`config.mk`:
```
export PLATFORM = sky130hd
export DESIGN_NAME = magnetron_ctrl_flat
export DESIGN_NICKNAME = d
export VERILOG_FILES = /design/src/rtl/magnetron_ctrl_if.sv /design/src/rtl/magnetron_ctrl.sv /design/src/flat_wrapper.sv
export SDC_FILE = /design/constraint.sdc
export NUM_CORES = 1
export LEC_CHECK = 0
export CORE_MARGIN = 3
export CORE_UTILIZATION = 53
export DETAILED_ROUTE_END_ITERATION = 8
export PLACE_DENSITY = 0.79
export SLEW_MARGIN = 20
export SYNTH_ARGS = -nofsm -noshare
export SYNTH_HDL_FRONTEND = slang
export SYNTH_SLANG_ARGS = --single-unit
```
`constraint.sdc`:
```
create_clock -name clk -period 2.64 [get_ports clk]
set_clock_uncertainty 0.2 [all_clocks]
set_input_delay 0.396 -clock clk [delete_from_list [all_inputs] [get_ports clk]]
set_output_delay 0.396 -clock clk [all_outputs]
set_load 0.1 [all_outputs]
```
`src/rtl/magnetron_ctrl_if.sv`:
```
// Operator panel / status bundle between the oven front-end and the magnetron controller.
// master = panel side (buttons, door, programmed values); slave = controller side.
interface magnetron_ctrl_if #(
    parameter int TIME_W = 8,
    parameter int PWR_W  = 3
);
    logic              startn;
    logic              stopn;
    logic              door_closed;
    logic              load;
    logic [TIME_W-1:0] time_in;
    logic [PWR_W-1:0]  power_in;
    logic              mag_on;
    logic [TIME_W-1:0] time_left;
    logic              done;
    logic [1:0]        state;

    modport master (
        output startn, stopn, door_closed, load, time_in, power_in,
        input  mag_on, time_left, done, state
    );

    modport slave (
        input  startn, stopn, door_closed, load, time_in, power_in,
        output mag_on, time_left, done, state
    );
endinterface

```
`src/rtl/magnetron_ctrl.sv`:
```
// Microwave cook controller: second-tick countdown with duty-cycled magnetron power
// over a 2^PWR_W-tick window, pause/resume on door or stop, and a completion pulse.
module magnetron_ctrl #(
    parameter int TIME_W   = 8,
    parameter int TICK_DIV = 1000,
    parameter int PWR_W    = 3
) (
    input  logic             clk,
    input  logic             clearn,
    magnetron_ctrl_if.slave  bus
);
    localparam int PRE_W = (TICK_DIV > 1) ? $clog2(TICK_DIV) : 1;
    localparam logic [PRE_W-1:0] PRE_LAST = PRE_W'(TICK_DIV - 1);

    typedef enum logic [1:0] {
        IDLE  = 2'b00,
        COOK  = 2'b01,
        PAUSE = 2'b10,
        DONE  = 2'b11
    } state_t;

    state_t            state_q, state_d;
    logic [TIME_W-1:0] time_q, time_d;
    logic [PWR_W-1:0]  power_q, power_d;
    logic [PRE_W-1:0]  pre_q, pre_d;
    logic [PWR_W-1:0]  win_q, win_d;
    logic              done_q, done_d;
    logic              start_ok;

    always_ff @(posedge clk) begin
        if (!clearn) begin
            state_q <= IDLE;
            time_q  <= '0;
            power_q <= '0;
            pre_q   <= '0;
            win_q   <= '0;
            done_q  <= 1'b0;
        end else begin
            state_q <= state_d;
            time_q  <= time_d;
            power_q <= power_d;
            pre_q   <= pre_d;
            win_q   <= win_d;
            done_q  <= done_d;
        end
    end

    // Stop always wins over start, so a start request is only valid with stop released.
    assign start_ok = !bus.startn && bus.stopn && bus.door_closed;

    always_comb begin
        state_d = state_q;
        time_d  = time_q;
        power_d = power_q;
        pre_d   = pre_q;
        win_d   = win_q;
        done_d  = 1'b0;

        unique case (state_q)
            IDLE: begin
                if (bus.load) begin
                    time_d  = bus.time_in;
                    power_d = bus.power_in;
                end
                if (start_ok && (time_q != '0)) begin
                    state_d = COOK;
                    pre_d   = '0;
                    win_d   = '0;
                end
            end
            COOK: begin
                // Leaving COOK freezes everything, including a tick landing on this edge.
                if (!bus.stopn || !bus.door_closed) begin
                    state_d = PAUSE;
                end else if (pre_q == PRE_LAST) begin
                    pre_d  = '0;
                    time_d = time_q - TIME_W'(1);
                    win_d  = win_q + PWR_W'(1);
                    if (time_q == TIME_W'(1)) begin
                        state_d = DONE;
                        done_d  = 1'b1;
                    end
                end else begin
                    pre_d = pre_q + PRE_W'(1);
                end
            end
            PAUSE: begin
                if (!bus.stopn) begin
                    state_d = IDLE;
                    time_d  = '0;
                end else if (start_ok) begin
                    state_d = COOK;
                end
            end
            DONE: begin
                if (!bus.stopn) begin
                    state_d = IDLE;
                end else if (bus.load) begin
                    state_d = IDLE;
                    time_d  = bus.time_in;
                    power_d = bus.power_in;
                end
            end
            default: state_d = IDLE;
        endcase
    end

    // Door gating is combinational so opening the door cuts power in the same cycle.
    assign bus.mag_on    = (state_q == COOK) && bus.door_closed &&
                           ((power_q == '1) || (win_q < power_q));
    assign bus.time_left = time_q;
    assign bus.done      = done_q;
    assign bus.state     = state_q;
endmodule
```
`src/flat_wrapper.sv`:
```
// flat-port wrapper written by rule: the top's interface ports become plain ports
module magnetron_ctrl_flat 
#(
    parameter int TIME_W   = 8,
    parameter int TICK_DIV = 1000,
    parameter int PWR_W    = 3
)
  (clk, clearn, bus_startn, bus_stopn, bus_door_closed, bus_load, bus_time_in, bus_power_in, bus_mag_on, bus_time_left, bus_done, bus_state);
  magnetron_ctrl_if #(.TIME_W(TIME_W), .PWR_W(PWR_W)) bus_i ();
  input  logic clk;
  input  logic clearn;
  input wire logic [$bits(bus_i.startn)-1:0] bus_startn;
  input wire logic [$bits(bus_i.stopn)-1:0] bus_stopn;
  input wire logic [$bits(bus_i.door_closed)-1:0] bus_door_closed;
  input wire logic [$bits(bus_i.load)-1:0] bus_load;
  input wire logic [$bits(bus_i.time_in)-1:0] bus_time_in;
  input wire logic [$bits(bus_i.power_in)-1:0] bus_power_in;
  output wire logic [$bits(bus_i.mag_on)-1:0] bus_mag_on;
  output wire logic [$bits(bus_i.time_left)-1:0] bus_time_left;
  output wire logic [$bits(bus_i.done)-1:0] bus_done;
  output wire logic [$bits(bus_i.state)-1:0] bus_state;
  assign bus_i.startn = bus_startn;
  assign bus_i.stopn = bus_stopn;
  assign bus_i.door_closed = bus_door_closed;
  assign bus_i.load = bus_load;
  assign bus_i.time_in = bus_time_in;
  assign bus_i.power_in = bus_power_in;
  assign bus_mag_on = bus_i.mag_on;
  assign bus_time_left = bus_i.time_left;
  assign bus_done = bus_i.done;
  assign bus_state = bus_i.state;
  magnetron_ctrl #(.TIME_W(TIME_W), .TICK_DIV(TICK_DIV), .PWR_W(PWR_W)) u_core (.clk(clk), .clearn(clearn), .bus(bus_i));
endmodule
```
### Yosys cells after proc, flatten, opt, wreduce, memory -nomap -nowiden

Cells that the tools add are included.

| word-level totals | value |
|---|---|
| output and inout bits | 12 |
| logic and storage cells | 75 |
| register bits after elaboration | 27 |

| operators by class | value |
|---|---|
| bitwise gates (word level) | 3 |
| equality and inequality tests | 15 |
| order comparisons | 1 |
| reductions and logical operators | 20 |
| multiplexer cells | 27 |
| add/subtract/negate cells | 3 |

Operators with widths:

| cell | count |
|---|---|
| $mux W8 | 5 |
| $pmux W8 S4 | 1 |
| $mux W10 | 3 |
| $pmux W10 S2 | 1 |
| $mux W2 | 8 |
| $mux W3 | 5 |
| $pmux W3 S2 | 2 |
| $add A10 B1 Y10 const B | 1 |
| $eq A10 B10 Y1 const B | 1 |
| $eq A8 B1 Y1 const B | 1 |
| $pmux W2 S4 | 1 |
| $reduce_and A4 Y1 | 2 |
| $reduce_bool A8 Y1 | 1 |
| $sub A8 B1 Y8 const B | 1 |
| $ne A2 B2 Y1 const B | 3 |
| $ne A3 B1 Y1 const B | 2 |
| $logic_and A1 B1 Y1 | 5 |
| $reduce_and A5 Y1 | 1 |
| $eq A2 B2 Y1 const B | 2 |
| $ne A2 B1 Y1 const B | 2 |
| $reduce_bool A2 Y1 | 2 |
| $reduce_or A4 Y1 | 1 |
| $add A3 B1 Y3 const B | 1 |
| $eq A3 B3 Y1 const B | 1 |
| 11 further kinds | 16 |

### Longest topological paths before layout

| logic depth | value |
|---|---|
| depth in word-level cells | 6 |
| gate-level depth with buffers | 8 |
| gate-level depth less buffers | 7 |

### Worst setup path after synthesis

Ideal clock, no wire load.

| path | value |
|---|---|
| kind | flip-flop to output port |
| start | register u_core.state_q[0], in the netlist u_core.bus.state[0] |
| end | output port bus_mag_on |
| arrival | 2.976 ns |
| path slack | -0.932 ns |
| buffers on the path | 1 |
| cell stages (with the launch flop) | 5 |
| data required time | 2.044 ns |
| cells stage by stage | dfxtp_1 -> ha_1 -> buf_1 -> nand2_1 -> nor2_1 |

| on the way | value |
|---|---|
| cells in the longest elaborated chain, start to end | 3 |

Ends and longest elaborated chain:

| what | RTL line | source |
|---|---|---|
| start, declared | magnetron_ctrl.sv:22 | `state_t state_q, state_d;` |
| start signal, assigned | magnetron_ctrl.sv:39 | `state_q <= state_d;` |
| $eq A2 B1 Y1 | magnetron_ctrl.sv:109 | `assign bus.mag_on = (state_q == COOK) && bus.door_closed &&` |
| $logic_and A1 B1 Y1 (2 in a row) | magnetron_ctrl.sv:109 |  |
| end, declared | flat_wrapper.sv:18 | `output wire logic [$bits(bus_i.mag_on)-1:0] bus_mag_on;` |

No other way between the ends.

### Worst setup path in the final report

| path | value |
|---|---|
| start | register u_core.power_q[1] |
| end | output port bus_mag_on |

| on the way | value |
|---|---|
| cells in the longest elaborated chain, start to end | 3 |
| elaborated cells on any way between the ends | 4 |

Ends and longest elaborated chain:

| what | RTL line | source |
|---|---|---|
| start, declared | magnetron_ctrl.sv:24 | `logic [PWR_W-1:0] power_q, power_d;` |
| start signal, assigned | magnetron_ctrl.sv:41 | `power_q <= power_d;` |
| $lt A3 B3 Y1 / $eq A3 B3 Y1 (equally long branches) | magnetron_ctrl.sv:110 | `((power_q == '1) \|\| (win_q < power_q));` |
| $logic_or A1 B1 Y1 * | magnetron_ctrl.sv:110 |  |
| $logic_and A1 B1 Y1 * | magnetron_ctrl.sv:109 |  |

Mark *: on every way between the ends. The rest lies on a longest branch, timed or not.

==> metrics.md <==
| Metric | Value |
|---|---|
| Status | completed |
| R2r endpoint | u_core.win_q[0] |
| RSZ-0062 raised after global routing | no |
| Ports | 29 |
| R2r startpoint | u_core.bus.state[0] |
| H-tree Lvls | 1 |
| Initial antenna violation count | 0 |
| Final Slew Violations | 0 |
| Number of global-route vias before repair | ~1500 |
| Routed wire per std cell | 13.8 µm |
| Non-Filler Instances | 296 |
| Tightest Hold Check Type | register to register |
| Fmax | about 430 MHz |
| Main synth FF type | dfxtp_1 |
| Netlist cell types | 47 |
| Die area | 4080 µm² |
| FF-to-FF path depth | 7 |
| Starting Density | 56.8% |
| # rows | 20 |
| Final antenna-violating net count | 0 |
| Ys async rst share | 0% |
| Share of total power in sequential cells | between 20 and 30% |
| Gr ovfl total | 0 |
| Switching Share | roughly 52% |
| NetSw | 0.000998 W |
| Syn_nets | 251 |
| I/O Buffers | 28 |
| Fillers | 268 |
| DRC | 0 |
| Syn avg cell area | 7.96 µm² |
| Die Wd | about 64 µm |
| Worst-path maximum fanout | 3 |
| Post-DP HPWL | roughly 3000 µm |
| Clock Tree Buf Depth | 2 |
| Ant. Diodes | 0 |
| Worst min-delay path endpoint | u_core.pre_q[0] |
| CTS Hold Bufs | 0 |
| Ys Warns | 0 |
| First-pass GRT wire length | 7160 µm |
| Insertion delay to the later sink of the worst-skew pair | about 0.34 ns |
| CP Data Required Time | 2.04 ns |
| CP endpoint kind | output port |
| Setup violations, final | 0 |
| Power Internal | ~0.00091 W |
| Post-Route Setup TNS | 0 ns |
| Final instance area | ~2100 µm² |
| Max-cap viol count | 0 |
| Root Buffer | clkbuf_4 |
| CTS Buf Count | 3 |
| Lkg Pwr | 0.841 nW |
| Final design utilization | 68.7% |
| DR pass1 iterations | 4 |
| Clk pwr share | 10.1% |
| CP Launch Type | register |
| Area occupied by multi-input gates | 1140 µm² |
| Cell count of the worst hold path | 2 |
| Synth top area share | 30.4% |
| Crit path from | u_core.power_q[1] |
| Area Growth Syn to Fin | 21.1% |
| Logic pwr share | 61.0% |
| Via count of the routed design | 1734 |
| Post-Syn Area | 1780 µm² |
| Largest net degree at the start of global routing | 17 |
| Number of gates resized after cts | 0 |
| Clk slew on worst S/H paths | 0.17 ns |
| Layout cells sized above 1 | about 15% |
| Internal reg-to-reg setup slack | 0.36 ns |
| Pwr Density | 886 nW/µm² |
| Drt total wl | 4080 µm |
| Cell Area, Placed | 2120 µm² |
| Post-CTS Setup Inserts | 0 |
| Hold WS | 0.319 ns |
| Clk sinks | 27 |
| CTS tree | done |
| Peak VDD IR | 0.981 mV |
| Total core area | 3130 µm² |
| Arrival time of the worst setup path | 1.74 ns |
| Final nets | 281 |
| Normalized max-slew margin | 58.7% |
| Fin crit period | 2.33 ns |
| Iter 0 DRT Violations | between 100 and 150 |
| Synth area leaders | dfxtp_1, ha_1, o21ai_0, nand2_1, inv_1 |
| Flip-flop and latch area | around 550 µm² |
| Critical path class | register to output port |
| GP Congestion | between 0.8 and 0.9 |
| Die H | around 64 µm |
| Final hold viol count | 0 |
| Placed Cells | 292 |
| Number of enable flip-flop cells after synthesis | 0 |
| DR vias/cell | 5.86 |
| Count leader, synth | dfxtp_1 |
| Post-synth top cells | dfxtp_1, nand2_1, inv_1, o21ai_0, nor2_1 |
| Worst Tran Pin Value | slightly above 0.6 ns |
| Register area share after synthesis | 30.4% |
| Overall Global Routing Usage | between 20% and 30% |
| #FFs+latches synth | 27 |
| Min-Delay Startpoint | u_core.pre_q[0] |
| Post-Synthesis Cells | around 220 |
| Final period utilization | 88.4% |
| Area leader, netlist | dfxtp_1 |
## how the worst max path moves through the flow
stage / endpoint / slack, ns / cells past startpoint
after CTS: bus_mag_on / 0.30 / 7
after global placement: u_core.bus.time_left[1] / 0.28 / 5
after detailed placement: u_core.win_q[0] / 0.29 / 5
after floorplan: u_core.pre_q[1] / 0.02 / 6
final: bus_mag_on / 0.31 / 7
after global routing: u_core.win_q[0] / 0.12 / 7
## flip-flops by register name, indices dropped and copies added, names as in the netlist
signal,count
u_core.pre_q,10
u_core.bus.time_left,8
u_core.power_q,3
u_core.win_q,3
u_core.bus.state,2
u_core.bus.done,1
## per-stage QoR
step | power [W] | setup WS, ns
2_1_floorplan | 0.00144 | 0.0159
5_1_grt | 0.00203 | 0.117
3_3_place_gp | 0.00171 | 0.282
3_5_place_dp | 0.00171 | 0.292
6_report | 0.00190 | 0.307
4_1_cts | 0.00191 | 0.298
## cell families (layout without fill, tap and decap cells)
logic type / count (synthesis) / count (layout) / synth area share, %
AO/OA/AOI/OAI: 65 / 65 / 25.7
XOR/XNOR: 1 / 1 / 0.493
adder cells (fa/ha/maj): 11 / 11 / 7.75
buffers and inverters: 27 / 56 / 5.78
flip-flops: 27 / 27 / 30.4
multiplexers: 5 / 5 / 2.89
AND/OR/NAND/NOR: 87 / 87 / 26.9
## critical path, stage by stage, from the launching register on
cell	delay, ns
dfxtp_1	0.39
inv_1	0.05
ha_1	0.27
a21o_1	0.16
a21oi_1	0.14
a31oi_1	0.08
nor2_4	0.12
buf_12	0.18
## layout make-up
cell class,count,area share [%]
multi-input cells,169,53.0
flip-flops and latches,27,25.4
repair buffers,35,14.7
inverters,17,2.97
well taps,44,2.56
clock buffers,3,1.05
clock inverters,1,0.349
## power by group through the flow
stage / clock [W] / combinational [W] / sequential (W)
after global placement: 0 / 0.00115 / 0.000557
after floorplan: 0 / 0.000555 / 0.000881
after detailed placement: 0 / 0.00116 / 0.000557
after global routing: 0.000216 / 0.00125 / 0.000561
final: 0.000193 / 0.00116 / 0.000549
after CTS: 0.000201 / 0.00116 / 0.000548
## placed cells by master, fill, tap and decap left out, drive strengths merged, types with 3 or more instances in the layout
| cell | n |
|---|---|
| mux2i | 4 |
| clkbuf | 3 |
| a21oi | 12 |
| dfxtp | 27 |
| o211ai | 8 |
| inv | 17 |
| or4 | 3 |
| clkdlybuf4s50 | 16 |
| nand3 | 9 |
| and4 | 3 |
| a21boi | 6 |
| nand4b | 4 |
| nand2b | 7 |
| nor3 | 3 |
| buf | 19 |
| nor2 | 13 |
| nand4 | 4 |
| nand2 | 21 |
| nor4 | 3 |
| and3 | 3 |
| ha | 11 |
| o31ai | 3 |
| o21ai | 17 |
| nor2b | 6 |
| a31oi | 3 |
## per-layer routing
layer	wire length, µm	up-vias	GRT usage, %
met3	222	5	2.64
met5	0	-	0
li1	-	876	-
met2	1800	48	33.2
met1	2010	805	30.5
met4	46	0	6.47
(Power assumes the default switching activity.)
